$ cat src/rtl/pwm_regfile.sv
// pwm_regfile: four-register PWM block fed by an SPI slave.
//   addr 0 CTRL (bit0 EN, bit1 POL), 1 PRESC, 2 PERIOD, 3 DUTY.
// Writes are edge-triggered on wr_en; reads are combinational.
// Optional feature macro: PWM_SHADOW_EN -- when defined, PERIOD/DUTY
// changes made while running are applied only at the period wrap.
module pwm_regfile (
  input  logic       clk,
  input  logic       rst_n,
  input  logic [1:0] addr_reg,
  input  logic [7:0] data_wr,
  input  logic       wr_en,
  output logic [7:0] data_rd_o,
  output logic       pwm_out
);

  typedef enum logic {IDLE, RUN} state_t;

  state_t     state_q;
  logic       wr_q;       // previous-cycle wr_en
  logic       arm_q;      // set once wr_en has been seen low after reset
  logic [1:0] ctrl_q;
  logic [7:0] presc_q, period_q, duty_q;
  logic [7:0] presc_cnt_q, cnt_q;
  logic       pwm_q;

  logic [7:0] period_act, duty_act;
  logic [7:0] presc_cnt_d, cnt_d;
  logic       tick, wrap, active, wr_pulse;

  // A write needs a genuine low->high edge; a level held across reset
  // release is not an edge because arm_q is still clear.
  assign wr_pulse = wr_en & ~wr_q & arm_q;

  // Programmed registers and write-edge detection
  always_ff @(posedge clk) begin
    if (!rst_n) begin
      wr_q     <= 1'b0;
      arm_q    <= 1'b0;
      ctrl_q   <= 2'b00;
      presc_q  <= 8'h00;
      period_q <= 8'hFF;
      duty_q   <= 8'h80;
    end else begin
      wr_q <= wr_en;
      if (!wr_en) arm_q <= 1'b1;
      if (wr_pulse) begin
        case (addr_reg)
          2'd0:    ctrl_q   <= data_wr[1:0];
          2'd1:    presc_q  <= data_wr;
          2'd2:    period_q <= data_wr;
          default: duty_q   <= data_wr;
        endcase
      end
    end
  end

  // Readback always returns the programmed value, never the active copy
  always_comb begin
    data_rd_o = 8'h00;
    case (addr_reg)
      2'd0:    data_rd_o = {6'b0, ctrl_q};
      2'd1:    data_rd_o = presc_q;
      2'd2:    data_rd_o = period_q;
      default: data_rd_o = duty_q;
    endcase
  end

  // Prescaler tick, period counter next state and compare
  always_comb begin
    tick = (presc_cnt_q == presc_q);
    // >= also covers a PRESC lowered below the running count: clear, no tick
    presc_cnt_d = (presc_cnt_q >= presc_q) ? 8'h00 : presc_cnt_q + 8'd1;
    // >= lets a shrunken PERIOD pull an overshooting count back to 0
    wrap  = tick && (cnt_q >= period_act);
    cnt_d = cnt_q;
    if (tick) cnt_d = wrap ? 8'h00 : cnt_q + 8'd1;
    active = (cnt_q < duty_act);
  end

`ifdef PWM_SHADOW_EN
  logic [7:0] period_act_q, duty_act_q;

  // Active copies track the registers while idle, reload only at wrap when running
  always_ff @(posedge clk) begin
    if (!rst_n) begin
      period_act_q <= 8'hFF;
      duty_act_q   <= 8'h80;
    end else if (state_q == IDLE || wrap) begin
      period_act_q <= period_q;
      duty_act_q   <= duty_q;
    end
  end

  assign period_act = period_act_q;
  assign duty_act   = duty_act_q;
`else
  assign period_act = period_q;
  assign duty_act   = duty_q;
`endif

  // IDLE/RUN sequencer owning the counters and the registered output
  always_ff @(posedge clk) begin
    if (!rst_n) begin
      state_q     <= IDLE;
      presc_cnt_q <= 8'h00;
      cnt_q       <= 8'h00;
      pwm_q       <= 1'b0;
    end else begin
      case (state_q)
        IDLE: begin
          presc_cnt_q <= 8'h00;
          cnt_q       <= 8'h00;
          pwm_q       <= ctrl_q[1];
          if (ctrl_q[0]) state_q <= RUN;
        end
        default: begin
          if (!ctrl_q[0]) begin
            state_q     <= IDLE;
            presc_cnt_q <= 8'h00;
            cnt_q       <= 8'h00;
            pwm_q       <= ctrl_q[1];
          end else begin
            presc_cnt_q <= presc_cnt_d;
            cnt_q       <= cnt_d;
            pwm_q       <= active ^ ctrl_q[1];
          end
        end
      endcase
    end
  end

  assign pwm_out = pwm_q;

endmodule

$ cat config.mk
export PLATFORM = sky130hd
export DESIGN_NAME = pwm_regfile
export DESIGN_NICKNAME = d
export VERILOG_FILES = /design/src/rtl/pwm_regfile.sv
export SDC_FILE = /design/constraint.sdc
export NUM_CORES = 1
export LEC_CHECK = 0
export BUFFER_PORTS_ARGS = -buffer_cell sky130_fd_sc_hd__buf_4
export CAP_MARGIN = 0
export CORE_ASPECT_RATIO = 0.9
export CORE_UTILIZATION = 64
export DETAILED_ROUTE_END_ITERATION = 8
export GPL_TIMING_DRIVEN = 1
export PLACE_DENSITY = 0.93
export SLEW_MARGIN = 20
export SYNTH_ARGS = -nofsm -noshare
export SYNTH_HDL_FRONTEND = slang
export SYNTH_SLANG_ARGS = --single-unit
$ cat constraint.sdc
create_clock -name clk -period 4.2 [get_ports clk]
set_input_delay 0.42 -clock clk [delete_from_list [all_inputs] [get_ports clk]]
set_output_delay 0.42 -clock clk [all_outputs]
set_load 0.1 [all_outputs]
Word-level counts from Yosys, hierarchy flattened
Index checks and enable logic that the tools add are counted.

Output and inout port bits: 9. Bits in registers: 46. Logic and storage cells: 40. Bits of input ports: 13.

Equal/unequal tests: 3. Magnitude comparators: 3. Multiplexer cells: 5. Reduce and logical (&&, ||, !) cells: 9. Bitwise logic cells: 8. Add/sub/neg operators: 2.

Operator list (number): case mux 8 bit (3 select lines) (1); adder 8 x 1 -> 8 bit (second input constant) (2); greater-or-equal comparator 8 bit (2); equality test 8 bit (1); less-than comparator 8 bit (1); 2-to-1 mux 8 bit (1); AND reduction 2 bit (4); NOT 1 bit (5); OR reduction 4 bit (1); 2-to-1 mux 1 bit (3); AND reduction 3 bit (1); OR reduction 3 bit (1); bitwise AND 1 bit (2); equality test 2 x 1 -> 1 bit (second input constant) (1); equality test 2 bit (second input constant) (1); zero test 2 bit (1); logical AND 1 bit (1); XOR 1 bit (1).

Longest topological paths before layout
Word-level depth: 4. Mapped depth: 8. Gate-level depth less buffers: 7.

Worst setup path before layout
No wires, ideal clock.

Path kind: input to output. From: input addr_reg[1]. To: output data_rd_o[2]. Data arrival time: 1.722 ns. Path slack: 2.058 ns. Stages: 5. Buffers on the path: 2. Cells stage by stage: buf_4 clkbuf_1 nand2_1 o21ai_0 a22o_1.

Cells in the longest elaborated chain, start to end: 2. Elaborated cells between the ends (all ways): 4. Classes of those cells: 2 x eq/ne; 1 x mux; 1 x reduce/logical.

RTL lines: start, declared (RTL line 9) `input logic [1:0] addr_reg,`; equality test 2 bit (tied with other cells) (RTL line 60) `case (addr_reg)`; case mux 8 bit (3 select lines) * (RTL line 60); end, declared (RTL line 12) `output logic [7:0] data_rd_o,`.

Mark *: on every way between the ends. The rest lies on a longest branch, timed or not.

Worst setup path in the final report
From: register cnt_q[2]. To: register cnt_q[6].

Cells in the longest elaborated chain, start to end: 3. Elaborated cells between the ends (all ways): 4. Classes of those cells: 1 x add/sub; 1 x order compare; 1 x mux; 1 x reduce/logical.

RTL lines: start, declared (RTL line 23) `logic [7:0] presc_cnt_q, cnt_q;`; start signal, assigned (RTL line 124) `cnt_q <= cnt_d;`; greater-or-equal comparator 8 bit (RTL line 74) `wrap = tick && (cnt_q >= period_act);`; logical AND 1 bit (RTL line 74); 2-to-1 mux 8 bit * (RTL line 76) `if (tick) cnt_d = wrap ? 8'h00 : cnt_q + 8'd1;`.

Marks and branches as above. A chain may end at the register's enable or synchronous reset.

==> metrics.yaml <==
ctsHoldBuffers: 0
skew_ps: 6.26
mappedNetlistArea_um2: 2580
grt_max_degree: 33
stdcell_count: 346
ys_types: 44
status: "finished clean"
yosys_most_used_dff: "dfxtp_1"
groute.usage.overall_pct: 28.4
rsz0062_at_grt: "false"
required_ps: 4410
multi_input_area_um2: 1500
layout_commonest_cell: "dfxtp_1"
hp-class: "input port to register"
rows: 21
vias: 2031
die_x_um: 68.9
timing.rr.start: "cnt_q[2]$_SDFFE_PN0P_"
synth-edff-count: 0
cp.arrival_ps: 2380
drc: 0
async_flop_share_pct: 0
drt-total-wl_mm: 5.33
area.sequential_um2: 921
cts_resized: 0
syn_nets: 320
clk_pin_slew_ps: 80
final.period_utilization_pct: 51.5
drv_cap: 0
antenna_left: 0
hold_viol: 0
yosys.area.top_type_share_pct: 35.7
initial_utilization_pct: 68.2
top_level_ports: 22
cp_max_fo: 11
min_to: "arm_q$_SDFFE_PN0N_"
syn_avg_cell_area_um2: 9.14
r2r_setup_slack_ps: 2040
grt_pass1_vias: 1975
synthTopCellsByArea: "dfxtp_1 36%, ha_1 12%, mux2i_1 7.8%"
cts_num_sinks: 46
core_um2: 3780
leakage_uw: 0.00126
critPathKind: "register to register"
wire_per_inst_um: 15.4
cp-end-kind: "register"
dieHeight_um: 62.2
cts_root_buffer: "clkbuf_8"
drive_above_1_share_pct: 12.3
p_per_area_nw_per_um2: 311
dp_hpwl_mm: 4.08
dieArea_um2: 4290
rr_worst_depth: 6
hp-start: "wr_en"
diodes: 0
clock_latency_ps: 310
placed_cells: 339
period_needed_ps: 2160
synth-seq-cells: 46
yosys_warnings: 0
setup_tns_ps: 0
seq_area_frac_synth_pct: 35.7
port_buffers: 21
synth_top_area_cell: "dfxtp_1"
post_cts_buffers: 0
cts_max_level: 2
slew_headroom_pct: 40.7
nFillCells: 272
drt_iter0_drc: 106
holdPathStages: 2
fmax_ghz: 0.462
first_pass_iters: 4
vdd_drop_max_mv: 0.271
cts_tree: "yes"
cts_buffers: 5
final_cell_mix: "46 x dfxtp_1, 26 x inv_1, 25 x ha_1, 23 x nand2_1, 21 x buf_4"
grt_pass1_wl_mm: 9.01
layout.nets: 338
finalSetupViolations: 0
syn2layout_area_growth_pct: 10.5
cts_buffer_depth: 2
r2r_end: "cnt_q[6]$_SDFFE_PN0P_"
via_per_inst: 5.87
place_congestion: 0.864
worstMarginPinSlew_ps: 881
cp-start-kind: "register"
grt_overflow: 0
antenna_found_initial: 0
slew_violations: 0
syn_inst: 282
cell families (layout without fill, tap and decap cells):
logic type      after synthesis  count (layout)  synth area share [%]
mux                          22              22                  9.51
buf+inv                      36              54                  5.97
fa+ha+maj                    25              25                  12.1
simple gates                 95              95                  19.4
xor+xnor                      7               7                  2.38
compound gates               51              51                  14.9
flops                        46              46                  35.7
worst max-delay path, cell delays in order (launching register included):
cell      delay, ps
dfxtp_1         440
ha_1            300
a211oi_2        230
o21ai_1         130
a211oi_4        490
nand2_2         150
o41ai_2         330
layout make-up:
type	count	area share [%]
multi-input cells	200	52.8
clock inverters	1	1.05
inverters	26	3.42
clock buffers	6	2.90
flip-flops and latches	46	32.3
well taps	46	2.02
repair buffers	21	5.53
metrics by stage:
| step | utilization, % | hold WS, ps | setup WS (ps) | instance area, µm² | total power, µW |
|---|---|---|---|---|---|
| 6_report | 75.3 | 322 | 2040 | 2850 | 887 |
| 5_1_grt | 75.3 | 307 | 1930 | 2850 | 915 |
| 3_5_place_dp | 72.4 | 449 | 2090 | 2740 | 558 |
| 2_1_floorplan | - | 426 | 2060 | 2580 | 532 |
| 4_1_cts | 75.3 | 315 | 2060 | 2850 | 888 |
| 3_3_place_gp | 72.4 | 440 | 2210 | 2740 | 556 |
power breakdown:
part	internal [µW]	total, µW	leakage, µW	switching [µW]
combinational	32.2	103	0.000826	71.1
sequential	441	444	0.000372	3.24
clock	190	340	0.0000573	149
total	664	887	0.00126	223
worst max path at each step:
stage,startpoint,endpoint,slack [ps]
CTS,cnt_q[2]$_SDFFE_PN0P_,cnt_q[6]$_SDFFE_PN0P_,2060
floorplan,addr_reg[1],data_rd_o[2],2060
global placement,cnt_q[2]$_SDFFE_PN0P_,cnt_q[6]$_SDFFE_PN0P_,2210
global route,cnt_q[2]$_SDFFE_PN0P_,cnt_q[6]$_SDFFE_PN0P_,1930
finish,cnt_q[2]$_SDFFE_PN0P_,cnt_q[6]$_SDFFE_PN0P_,2040
detailed placement,cnt_q[2]$_SDFFE_PN0P_,cnt_q[6]$_SDFFE_PN0P_,2090
metal layers:
| layer | vias to the layer above | part of all wire [%] | global-route usage, % |
|---|---|---|---|
| met1 | 947 | 46 | 36.4 |
| li1 | 1024 | - | - |
| met3 | 8 | 4.9 | 7.72 |
| met4 | 0 | 1.1 | 8.67 |
| met5 | - | 0 | 0 |
| met2 | 52 | 48 | 45.4 |
cells in the mapped netlist, types with 2 or more instances:
cell / n
xor2_1: 2
nand2_1: 23
a211oi_1: 3
inv_1: 26
dfxtp_1: 46
buf_4: 2
buf_2: 2
ha_1: 25
nor2_1: 18
nor2b_1: 19
mux2i_1: 20
and3_1: 6
nand2b_1: 2
a211o_1: 2
clkbuf_1: 4
a22o_1: 6
xnor2_1: 5
nor3b_1: 2
mux4_2: 2
nor2_4: 2
a21oi_1: 5
o31ai_1: 3
a21o_1: 3
nand3_1: 10
o21ai_0: 9
and2_1: 5
nand4_1: 3
o211ai_1: 10
a32oi_1: 2
sequential cells by signal, summed over array words and instances, names as in the netlist:
signal	count
cnt_q	8
duty_act	8
period_act	8
presc_cnt_q	8
presc_q	8
ctrl_q	2
arm_q	1
pwm_out	1
state_q	1
wr_q	1
No activity file was read; power rests on OpenSTA's default activity.
